$ cat src/rtl/ct_spsram_ctrl_pkg.sv
// ct_spsram_ctrl_pkg: shared state type, default geometry and idle pin levels
// for the 512x22 single-port SRAM controller.
package ct_spsram_ctrl_pkg;
   typedef enum logic {ST_INIT, ST_RUN} state_e;
   localparam int CT_ADDR_W = 9;
   localparam int CT_DATA_W = 22;
   localparam int CT_DEPTH = 2 ** CT_ADDR_W;
   localparam int STARVE_W = 4;
   localparam logic CEN_IDLE = 1'b1;
   localparam logic GWEN_IDLE = 1'b1;
   localparam logic WEN_IDLE = 1'b1;
endpackage

$ cat src/rtl/ct_spsram_ctrl_arb.sv
// ct_spsram_ctrl_arb: write-priority grant with read anti-starvation; reads
// win once they have been denied STARVE_MAX consecutive cycles.
module ct_spsram_ctrl_arb
   import ct_spsram_ctrl_pkg::*;
#(
   parameter int STARVE_MAX = 4
) (
   input  logic forever_cpuclk,
   input  logic cpurst,
   input  logic en,
   input  logic rd_req,
   input  logic wr_req,
   output logic rd_gnt,
   output logic wr_gnt
);
   logic [STARVE_W-1:0] starve_q;
   logic starved;
   assign starved = starve_q == STARVE_W'(STARVE_MAX);
   assign rd_gnt = en & rd_req & (~wr_req | starved);
   assign wr_gnt = en & wr_req & ~rd_gnt;
   // en is low in INIT and in the flush cycle, so entering INIT clears the count
   always_ff @(posedge forever_cpuclk)
      if (cpurst | ~en | ~rd_req | rd_gnt) starve_q <= '0;
      else if (!starved) starve_q <= starve_q + 1'b1;
endmodule

$ cat src/rtl/ct_spsram_512x22_ctrl.sv
// ct_spsram_512x22_ctrl: init sweep, read/write arbitration and pin mux for one 512x22 SRAM.
// CT_SPSRAM_CTRL_INIT_EN enables the clearing sweep; otherwise INIT is one idle cycle.
module ct_spsram_512x22_ctrl
   import ct_spsram_ctrl_pkg::*;
#(
   parameter int ADDR_WIDTH = CT_ADDR_W,
   parameter int DATA_WIDTH = CT_DATA_W,
   parameter int STARVE_MAX = 4,
   parameter logic [DATA_WIDTH-1:0] INIT_VAL = '0
) (
   input  logic                  forever_cpuclk,
   input  logic                  cpurst,
   input  logic                  flush_req,
   output logic                  init_done,
   input  logic                  rd_req,
   input  logic [ADDR_WIDTH-1:0] rd_addr,
   output logic                  rd_gnt,
   output logic                  rd_vld,
   output logic [DATA_WIDTH-1:0] rd_data,
   input  logic                  wr_req,
   input  logic [ADDR_WIDTH-1:0] wr_addr,
   input  logic [DATA_WIDTH-1:0] wr_data,
   input  logic [DATA_WIDTH-1:0] wr_mask,
   output logic                  wr_gnt,
   output logic [ADDR_WIDTH-1:0] sram_a,
   output logic                  sram_cen,
   output logic [DATA_WIDTH-1:0] sram_d,
   output logic                  sram_gwen,
   output logic [DATA_WIDTH-1:0] sram_wen,
   input  logic [DATA_WIDTH-1:0] sram_q
);
`ifdef CT_SPSRAM_CTRL_INIT_EN
   localparam bit SWEEP_EN = 1'b1;
`else
   localparam bit SWEEP_EN = 1'b0;
`endif
   localparam int DEPTH = 2 ** ADDR_WIDTH;
   state_e state_q, state_d;
   logic [ADDR_WIDTH-1:0] cnt_q, a_q;
   logic [DATA_WIDTH-1:0] d_q;
   logic rd_vld_q, sweep, sweep_last, en;
   assign init_done = ~cpurst & (state_q == ST_RUN);
   assign en = init_done & ~flush_req;
   assign sweep = SWEEP_EN & ~cpurst & (state_q == ST_INIT);
   assign sweep_last = ~SWEEP_EN | (cnt_q == ADDR_WIDTH'(DEPTH - 1));
   ct_spsram_ctrl_arb #(.STARVE_MAX(STARVE_MAX)) u_arb (
      .forever_cpuclk(forever_cpuclk),
      .cpurst        (cpurst),
      .en            (en),
      .rd_req        (rd_req),
      .wr_req        (wr_req),
      .rd_gnt        (rd_gnt),
      .wr_gnt        (wr_gnt)
   );
   always_ff @(posedge forever_cpuclk)
      if (cpurst) state_q <= ST_INIT;
      else state_q <= state_d;
   always_comb
      state_d = (state_q == ST_INIT) ? (sweep_last ? ST_RUN : ST_INIT)
                                     : (flush_req ? ST_INIT : ST_RUN);
   // a_q/d_q keep the last driven address/data so idle cycles do not toggle the pins
   always_ff @(posedge forever_cpuclk)
      if (cpurst) begin
         cnt_q <= '0;
         rd_vld_q <= 1'b0;
         a_q <= '0;
         d_q <= '0;
      end else begin
         cnt_q <= (state_q == ST_INIT) ? cnt_q + 1'b1 : '0;
         rd_vld_q <= rd_gnt;
         a_q <= sram_a;
         d_q <= sram_d;
      end
   always_comb begin
      sram_cen = (sweep | rd_gnt | wr_gnt) ? ~CEN_IDLE : CEN_IDLE;
      sram_gwen = (sweep | wr_gnt) ? ~GWEN_IDLE : GWEN_IDLE;
      sram_wen = sweep ? '0 : wr_gnt ? ~wr_mask : {DATA_WIDTH{WEN_IDLE}};
      sram_a = cpurst ? '0 : sweep ? cnt_q : wr_gnt ? wr_addr : rd_gnt ? rd_addr : a_q;
      sram_d = cpurst ? '0 : sweep ? INIT_VAL : wr_gnt ? wr_data : d_q;
      rd_vld = rd_vld_q & ~cpurst;
      rd_data = sram_q;
   end
endmodule

$ cat config.mk
export PLATFORM = sky130hd
export DESIGN_NAME = ct_spsram_512x22_ctrl
export DESIGN_NICKNAME = d
export VERILOG_FILES = /design/src/rtl/ct_spsram_ctrl_pkg.sv /design/src/rtl/ct_spsram_ctrl_arb.sv /design/src/rtl/ct_spsram_512x22_ctrl.sv
export SDC_FILE = /design/constraint.sdc
export NUM_CORES = 1
export LEC_CHECK = 0
export BUFFER_PORTS_ARGS = -buffer_cell sky130_fd_sc_hd__buf_2
export CORE_ASPECT_RATIO = 0.8
export CORE_MARGIN = 3
export CORE_UTILIZATION = 41
export CTS_CLUSTER_DIAMETER = 50
export CTS_CLUSTER_SIZE = 16
export DETAILED_ROUTE_END_ITERATION = 12
export PLACE_DENSITY = 0.95
export SKIP_LAST_GASP = 1
export SLEW_MARGIN = 15
export SYNTH_ARGS = -nofsm -noshare
export SYNTH_HDL_FRONTEND = slang
export SYNTH_HIERARCHICAL = 1
export SYNTH_SLANG_ARGS = --single-unit
$ cat constraint.sdc
create_clock -name forever_cpuclk -period 3.9 [get_ports forever_cpuclk]
set_clock_uncertainty 0.15 [all_clocks]
set_input_delay 0.78 -clock forever_cpuclk [delete_from_list [all_inputs] [get_ports forever_cpuclk]]
set_output_delay 0.78 -clock forever_cpuclk [all_outputs]
set_load 0.01 [all_outputs]
==> results of run 1 <==
==> sequential cells by signal (all words and copies together) (netlist names) <==
signal,flops
a_q,9
u_arb/starve_q,4
d_q,22
state_q,1
rd_vld_q,1
==> layout make-up <==
| cell class | instances | area, um2 |
|---|---|---|
| fillers | 403 | 1850 |
| flip-flops and latches | 37 | 741 |
| well taps | 57 | 71.3 |
| multi-input cells | 149 | 955 |
| inverters | 4 | 15.0 |
| clock buffers | 7 | 86.3 |
| repair buffers | 129 | 668 |
==> cells in the mapped netlist <==
library cell	n	area share, %
nor2_1	48	9.2
buf_2	4	1.0
inv_1	2	0.38
inv_2	2	0.38
a21oi_1	3	0.76
dfxtp_1	37	38
nand3b_1	1	0.38
buf_6	5	2.9
mux2i_1	32	16
nor2b_1	10	3.2
a21oi_2	1	0.45
nand2_1	25	4.8
nor2b_4	3	2.1
nand3b_2	1	0.57
a211oi_1	18	6.9
ha_1	2	1.3
clkbuf_1	5	0.95
nand2b_1	2	0.64
buf_4	23	8.8
nor3_2	1	0.51
nand4b_2	1	0.76
nand3_1	1	0.25
==> cells by family (layout without fill, tap and decap cells) <==
kind of cell	count (synthesis)	after routing	synth area share, %
simple gates	93	93	22.3
mux	32	32	16.3
fa+ha+maj	2	2	1.27
compound gates	22	22	8.08
buf+inv	41	140	14.4
flops	37	37	37.7
==> metrics by stage <==
stage / hold slack, ps / power (mW) / utilization [%] / instance area (um2) / setup WS, ps
floorplan: 254 / 0.470 / - / 1970 / 649
global placement: 266 / 0.498 / 55.8 / 2450 / 651
detailed placement: 273 / 0.501 / 55.8 / 2450 / 523
CTS: 283 / 0.768 / 57.8 / 2540 / 506
global route: 306 / 0.793 / 57.8 / 2540 / 342
finish: 282 / 0.755 / 57.8 / 2540 / 472
==> worst max path at each step <==
stage / end / start
6_report: sram_a[5] / cpurst
2_1_floorplan: sram_a[0] / cpurst
3_3_place_gp: sram_a[7] / cpurst
4_1_cts: sram_a[8] / cpurst
5_1_grt: sram_a[5] / cpurst
3_5_place_dp: sram_a[8] / cpurst
==> routing by layer <==
layer	GRT usage [%]	vias to the layer above	share of wire, %
met5	0	-	0
met4	7.23	0	1.7
met3	6.62	14	8.6
met2	32.5	80	51
met1	17.1	824	39
li1	-	927	-
==> power by group through the flow <==
stage          Sequential (mW)  Clock [mW]  Combinational [mW]
6_report                 0.389       0.264               0.102
5_1_grt                  0.390       0.290               0.113
4_1_cts                  0.389       0.276               0.103
3_5_place_dp             0.398           0               0.103
3_3_place_gp             0.398           0               0.100
2_1_floorplan            0.397           0              0.0734
==> worst max-delay path, cell delays in order <==
cell	delay (ps)
buf_2	110
nor2b_1	130
nor2b_1	260
nand2_1	150
a21oi_4	180
buf_12	240
inv_2	190
a211oi_1	270
buf_2	180
==> impl_metrics.ini, run 1 <==
[grt]
grt_overflow = 0
grt_max_degree = 67
grt_usage_pct = 17.1
grt_pass1_vias = 1749
antenna_found_initial = 0
grt_pass1_wl_um = 7690

[min_path]
min_path_type = register to register
hp-start = state_q$_SDFF_PP0_
whs_path_depth = 1
hold_path_end = state_q$_SDFF_PP0_

[layout]
fin_cells = 383
area_growth_pct = 28.9
final_common_cell = buf_2
nets = 417
layout_common_cells = 125 x buf_2, 48 x nor2_1, 37 x dfxtp_1, 32 x mux2i_1, 25 x nand2_1
layout-drive-gt1-share_pct = 44.5
num_antenna_cells = 0

[power]
clock_power_share_pct = 34.9
p_seq_share_pct = 51.6
intPower_uw = 576
p_leak_nw = 1.15
switchingPower_uw = 179
pwr-share-comb_pct = 13.5
powerDensity_nw_per_um2 = 298
switching_share_pct = 23.7
vdd_drop_max_uv = 218

[cts]
cts_setup_buffers = 0
clk_pin_slew_worst_paths_ps = 70
cts_tree = done
cts_sinks = 37
insertion_delay_ps = 280
clk_path_buf_depth = 2
numCtsBuffers = 5
ctsHoldBuffers = 0
cts_max_level = 2
post_cts_resized = 0
cts_root_buf = clkbuf_8

[run_status]
status = completed

[worst_setup_path]
reg2reg_slack_ps = 1890
r2r_end = a_q[7]$_SDFF_PP0_
r2r-start = u_arb/starve_q[0]$_SDFFE_PP0P_
crit_arrival_ps = 2500
path_class = input port to primary output
crit_required_ps = 2970
path_max_fanout = 40
endpoint_kind = primary output
r2r_cells = 8
critPathLaunchType = input port

[route]
avgViaCountPerCell = 4.82
drt_first_pass_iters = 4
wl_per_cell_um = 13.0
first_iter_violations = 63
wl_um = 4990
route.vias.total = 1845
drcViolationCount = 0
ant_nets = 0

[synth]
yosysWarnings = 6
synth_area_um2 = 1970
ys_ff_latch = 37
synth.avg_cell_area_um2 = 8.66
synth_cells = 227
synth.distinct_cells = 22
syn-num-nets = 318
seq_area_frac_synth_pct = 37.7

[sta]
slew_viol_final = 0
final-setup-viol-count = 0
fin_crit_sh_pct = 87.9
rsz0062_at_grt = no
finalHoldViolCount = 0
worst_pin_slew_ps = 616
slew_headroom_pct = 58.9
fin_setup_tns_ps = 0
final.min_clock_period_ps = 3430
fmax_mhz = 292

[placement]
dp_hpwl_um = 3920
gp_congestion = 0.925
dp.cells = 376
portBuffers = 125

[die]
fp.dieArea_um2 = 5670
io_pins = 170
die_w_um = 83.4
row_count = 21
dieHeight_um = 68.0
fp.coreArea_um2 = 4390
initial_core_util_pct = 44.8

[job]
cap_violations = 0
(Power assumes the default switching activity.)
==> inputs of run 2 (changes only) <==
- CELL_PAD_IN_SITES_DETAIL_PLACEMENT: unset -> 0
- CELL_PAD_IN_SITES_GLOBAL_PLACEMENT: unset -> 1
- CORE_UTILIZATION: 41 -> 27
==> run 2 against run 1 <==
Effect of this change: sequential power about the same; fmax grew 1.5%; global-route usage decreased by 5.3 points; die area is 47% higher; count of clock-buffer cells in the layout is 2 lower; critical path type unchanged; critical endpoint is now sram_d[16]; largest cell class unchanged; largest power group unchanged; highest routed layer unchanged.
==> impl_metrics.ini, run 2 (synthesis gave the netlist of run 1 again) <==
[sta]
slew_headroom_pct = 59.6
fin_setup_tns_ps = 0
slew_viol_final = 0
rsz0062_at_grt = no
final.min_clock_period_ps = 3380
worst_pin_slew_ps = 606
final-setup-viol-count = 0
finalHoldViolCount = 0
fin_crit_sh_pct = 86.6
fmax_mhz = 296

[route]
drcViolationCount = 0
wl_per_cell_um = 12.4
drt_first_pass_iters = 6
route.vias.total = 1819
avgViaCountPerCell = 4.39
first_iter_violations = 51
ant_nets = 0
wl_um = 5130

[cts]
insertion_delay_ps = 290
cts_sinks = 37
cts_root_buf = clkbuf_8
cts_setup_buffers = 0
cts_tree = done
numCtsBuffers = 5
post_cts_resized = 0
clk_path_buf_depth = 2
cts_max_level = 2
clk_pin_slew_worst_paths_ps = 80
ctsHoldBuffers = 0

[min_path]
hp-start = state_q$_SDFF_PP0_
hold_path_end = state_q$_SDFF_PP0_
min_path_type = register to register
whs_path_depth = 1

[layout]
layout_common_cells = 125 x buf_2, 48 x nor2_1, 37 x dfxtp_1, 32 x mux2i_1, 25 x nand2_1
largestRegisters = d_q (22), a_q (9), u_arb/starve_q (4)
area_growth_pct = 30.9
fin_area_um2 = 2570
layout-drive-gt1-share_pct = 45.0
largest_reg_flops = 22
largest-register = d_q
fin_cells = 414
postLayoutCoreUtil_pct = 37.0
final_common_cell = buf_2
num_antenna_cells = 0
nets = 417

[worst_setup_path]
crit_arrival_ps = 2450
path_max_fanout = 37
reg2reg_slack_ps = 1790
r2r-start = u_arb/starve_q[0]$_SDFFE_PP0P_
path_buf_inv = 3
r2r_end = d_q[4]$_SDFF_PP0_
path_class = input port to primary output
slowest_delay_ps = 290
critPathLaunchType = input port
endpoint_kind = primary output
r2r_cells = 8
crit_required_ps = 2970
path_cells = buf_2 -> nor2b_1 -> nor2b_1 -> nand2_1 -> a21oi_4 -> buf_12 -> mux2i_1 -> nor2_1 -> buf_2
crit_family = simple AND/OR/NAND/NOR gates
critical_path.slowest_cell = mux2i_1

[grt]
grt_max_degree = 67
grt_pass1_wl_um = 7690
grt_pass1_vias = 1650
grt_usage_pct = 11.8
grt_overflow = 0
antenna_found_initial = 0

[power]
vdd_drop_max_uv = 144
powerDensity_nw_per_um2 = 293
p_total_uw = 753
p_leak_nw = 1.15

[die]
dieHeight_um = 82.3
fp.dieArea_um2 = 8350
fp.coreArea_um2 = 6960
row_count = 27
initial_core_util_pct = 28.3
die_w_um = 101
io_pins = 170

[placement]
portBuffers = 125
placed_area_um2 = 2490
gp_congestion = 0.719
dp.cells = 406
dp_hpwl_um = 3990

[job]
cap_violations = 0

[run_status]
status = completed
[run 2: worst max-delay path by stage]
stage                      end  depth (start not counted)  slack [ps]  startpoint
global route        sram_d[21]                          9         320      cpurst
global placement    sram_d[16]                          9         590      cpurst
detailed placement  sram_d[16]                          9         520      cpurst
floorplan            sram_a[0]                          8         650      cpurst
finish              sram_d[16]                          9         520      cpurst
CTS                 sram_d[16]                          9         500      cpurst
[run 2: area by class of cell]
cell class	instances	area [um2]
clock buffer	5	68.8
fill	739	4390
multi-input combinational	149	955
tap	87	109
timing repair buffer	129	668
clock inverter	3	17.5
sequential	37	741
inverter	4	15.0
[run 2: per-stage QoR]
| step | hold slack, ps | setup slack [ps] |
|---|---|---|
| 2_1_floorplan | 254 | 649 |
| 3_3_place_gp | 269 | 585 |
| 3_5_place_dp | 267 | 520 |
| 4_1_cts | 288 | 504 |
| 5_1_grt | 302 | 324 |
| 6_report | 290 | 524 |
[run 2: power by group]
part           switching [mW]  leakage [nW]  internal [mW]
sequential            0.00271         0.300          0.386
clock                   0.140        0.0439          0.123
combinational          0.0517         0.803         0.0493
total                   0.194          1.15          0.559
[run 2: metal layers]
layer	track usage, %	vias to the layer above	routed length [um]
li1	-	920	-
met1	13.4	798	2180
met2	20.8	85	2420
met3	3.61	16	427
met4	4.78	0	103
met5	0	-	0
==> inputs of run 3 (changes only) <==
--- a/config.mk
+++ b/config.mk
@@ -16,4 +16,5 @@
 export DETAILED_ROUTE_END_ITERATION = 12
 export PLACE_DENSITY = 0.95
+export REMOVE_ABC_BUFFERS = 1
 export SKIP_LAST_GASP = 1
 export SLEW_MARGIN = 15
==> constraint.sdc (replaced) <==
create_clock -name forever_cpuclk -period 3.9 [get_ports forever_cpuclk]
set_clock_uncertainty 0.15 [all_clocks]
set_input_delay 0.39 -clock forever_cpuclk [delete_from_list [all_inputs] [get_ports forever_cpuclk]]
set_output_delay 0.39 -clock forever_cpuclk [all_outputs]
set_load 0.01 [all_outputs]
==> run 3 against run 2 <==
Effect of this change: fmax increased by 11%; cell count fell by 0.72%; non-clock buffer count is 2 lower; register-to-register slack got worse by 220 ps; sequential share of layout area grew 0.17 points; via count up 1.6%; sequential power is essentially flat; wire length grew 3.7%; critical path type is now register to primary output; highest routed layer unchanged.
==> impl_metrics.ini, run 3 (synthesis gave the netlist of run 1 again) <==
[worst_setup_path]
r2r-start = u_arb/starve_q[0]$_SDFFE_PP0P_
r2r_cells = 8
critPathLaunchType = register
path_max_fanout = 41
r2r_end = d_q[11]$_SDFF_PP0_
endpoint_kind = primary output
crit_required_ps = 3360
crit_arrival_ps = 2500
path_class = register to primary output
reg2reg_slack_ps = 1570

[grt]
grt_pass1_vias = 1528
grt_usage_pct = 11.7
antenna_found_initial = 0
grt_overflow = 0
grt_pass1_wl_um = 7400
grt_max_degree = 67

[die]
row_count = 27
die_w_um = 101
dieHeight_um = 82.3
fp.coreArea_um2 = 6960
fp.dieArea_um2 = 8350
io_pins = 170
initial_core_util_pct = 28.3

[cts]
clk_path_buf_depth = 2
cts_setup_buffers = 0
clk_pin_slew_worst_paths_ps = 70
cts_root_buf = clkbuf_8
cts_sinks = 37
cts_max_level = 2
cts_tree = done
insertion_delay_ps = 280
ctsHoldBuffers = 0
post_cts_resized = 0
numCtsBuffers = 5

[route]
route.vias.total = 1848
wl_per_cell_um = 12.9
avgViaCountPerCell = 4.50
first_iter_violations = 37
ant_nets = 0
drt_first_pass_iters = 4
drcViolationCount = 0
wl_um = 5320

[min_path]
min_path_type = input port to register
hp-start = flush_req
whs_path_depth = 2
hold_path_end = state_q$_SDFF_PP0_

[power]
vdd_drop_max_uv = 120
powerDensity_nw_per_um2 = 297
pwr-share-comb_pct = 13.2
switching_share_pct = 24.4
clock_power_share_pct = 35.7
p_seq_share_pct = 51.1
intPower_uw = 576
p_total_uw = 761
p_leak_nw = 1.14
switchingPower_uw = 185

[job]
cap_violations = 0

[layout]
final_common_cell = buf_2
num_antenna_cells = 0
largest_reg_flops = 22
layout-drive-gt1-share_pct = 44.1
largestRegisters = d_q (22), a_q (9), u_arb/starve_q (4)
layout_common_cells = 125 x buf_2, 48 x nor2_1, 37 x dfxtp_1, 32 x mux2i_1, 25 x nand2_1
nets = 415
area_growth_pct = 30.1
largest-register = d_q

[sta]
final.min_clock_period_ps = 3040
rsz0062_at_grt = no
worst_pin_slew_ps = 759
final-setup-viol-count = 0
slew_viol_final = 0
finalHoldViolCount = 0
fin_setup_tns_ps = 0
fin_crit_sh_pct = 77.9
fmax_mhz = 329
slew_headroom_pct = 49.4

[placement]
dp_hpwl_um = 4100
portBuffers = 125
gp_congestion = 0.720

[run_status]
status = completed
[run 3: cell types whose count changed in the layout (fill, tap and decap cells not counted), sizes merged]
cell | previous run | this run
buf | 129 | 127
clkbuf | 5 | 7
clkinv | 2 | 0
clkinvlp | 1 | 0
[run 3: stage by stage]
stage	hold slack, ps	setup WS (ps)	cells	utilization [%]	area (um2)
floorplan	248	-1540	190	-	1700
global placement	265	1080	404	35.5	2470
detailed placement	277	1040	404	35.5	2470
CTS	158	822	411	36.8	2560
global route	164	610	411	36.8	2560
finish	170	863	411	36.8	2560
[run 3: worst max path at each step]
| stage | startpoint | end | slack (ps) | depth (start not counted) |
|---|---|---|---|---|
| 2_1_floorplan | cpurst | sram_a[0] | -1540 | 6 |
| 3_3_place_gp | cpurst | sram_d[17] | 1080 | 9 |
| 3_5_place_dp | cpurst | sram_d[17] | 1040 | 9 |
| 4_1_cts | u_arb/starve_q[0]$_SDFFE_PP0P_ | sram_d[17] | 820 | 9 |
| 5_1_grt | u_arb/starve_q[0]$_SDFFE_PP0P_ | sram_d[14] | 610 | 9 |
| 6_report | u_arb/starve_q[0]$_SDFFE_PP0P_ | sram_d[17] | 860 | 9 |
[run 3: critical path, cell delays in order, from the launching register on]
cell	delay [ps]
dfxtp_1	410
inv_1	60
ha_1	230
nand3b_2	140
inv_2	70
a21oi_4	480
buf_12	300
mux2i_1	270
nor2_1	70
buf_2	170
[run 3: cell type report]
| cell class | instances | area, um2 |
|---|---|---|
| Sequential cell | 37 | 741 |
| Fill cell | 729 | 4400 |
| Clock buffer | 7 | 86.3 |
| Multi-Input combinational cell | 149 | 955 |
| Timing Repair Buffer | 127 | 653 |
| Tap cell | 87 | 109 |
| Inverter | 4 | 15.0 |
[run 3: power by group through the flow]
stage | clock, mW | combinational, mW | sequential [mW]
after floorplan | 0 | 0.0404 | 0.397
final | 0.272 | 0.101 | 0.389
after global placement | 0 | 0.101 | 0.398
after detailed placement | 0 | 0.102 | 0.398
after global routing | 0.306 | 0.112 | 0.390
after CTS | 0.289 | 0.102 | 0.389
[run 3: routing by layer]
layer  routed length, um  track usage (%)  share of wire [%]
met1                2350             14.6                 44
met5                   0                0                  0
met4                  36             3.19               0.68
met3                 762             6.30                 14
met2                2160             17.5                 41
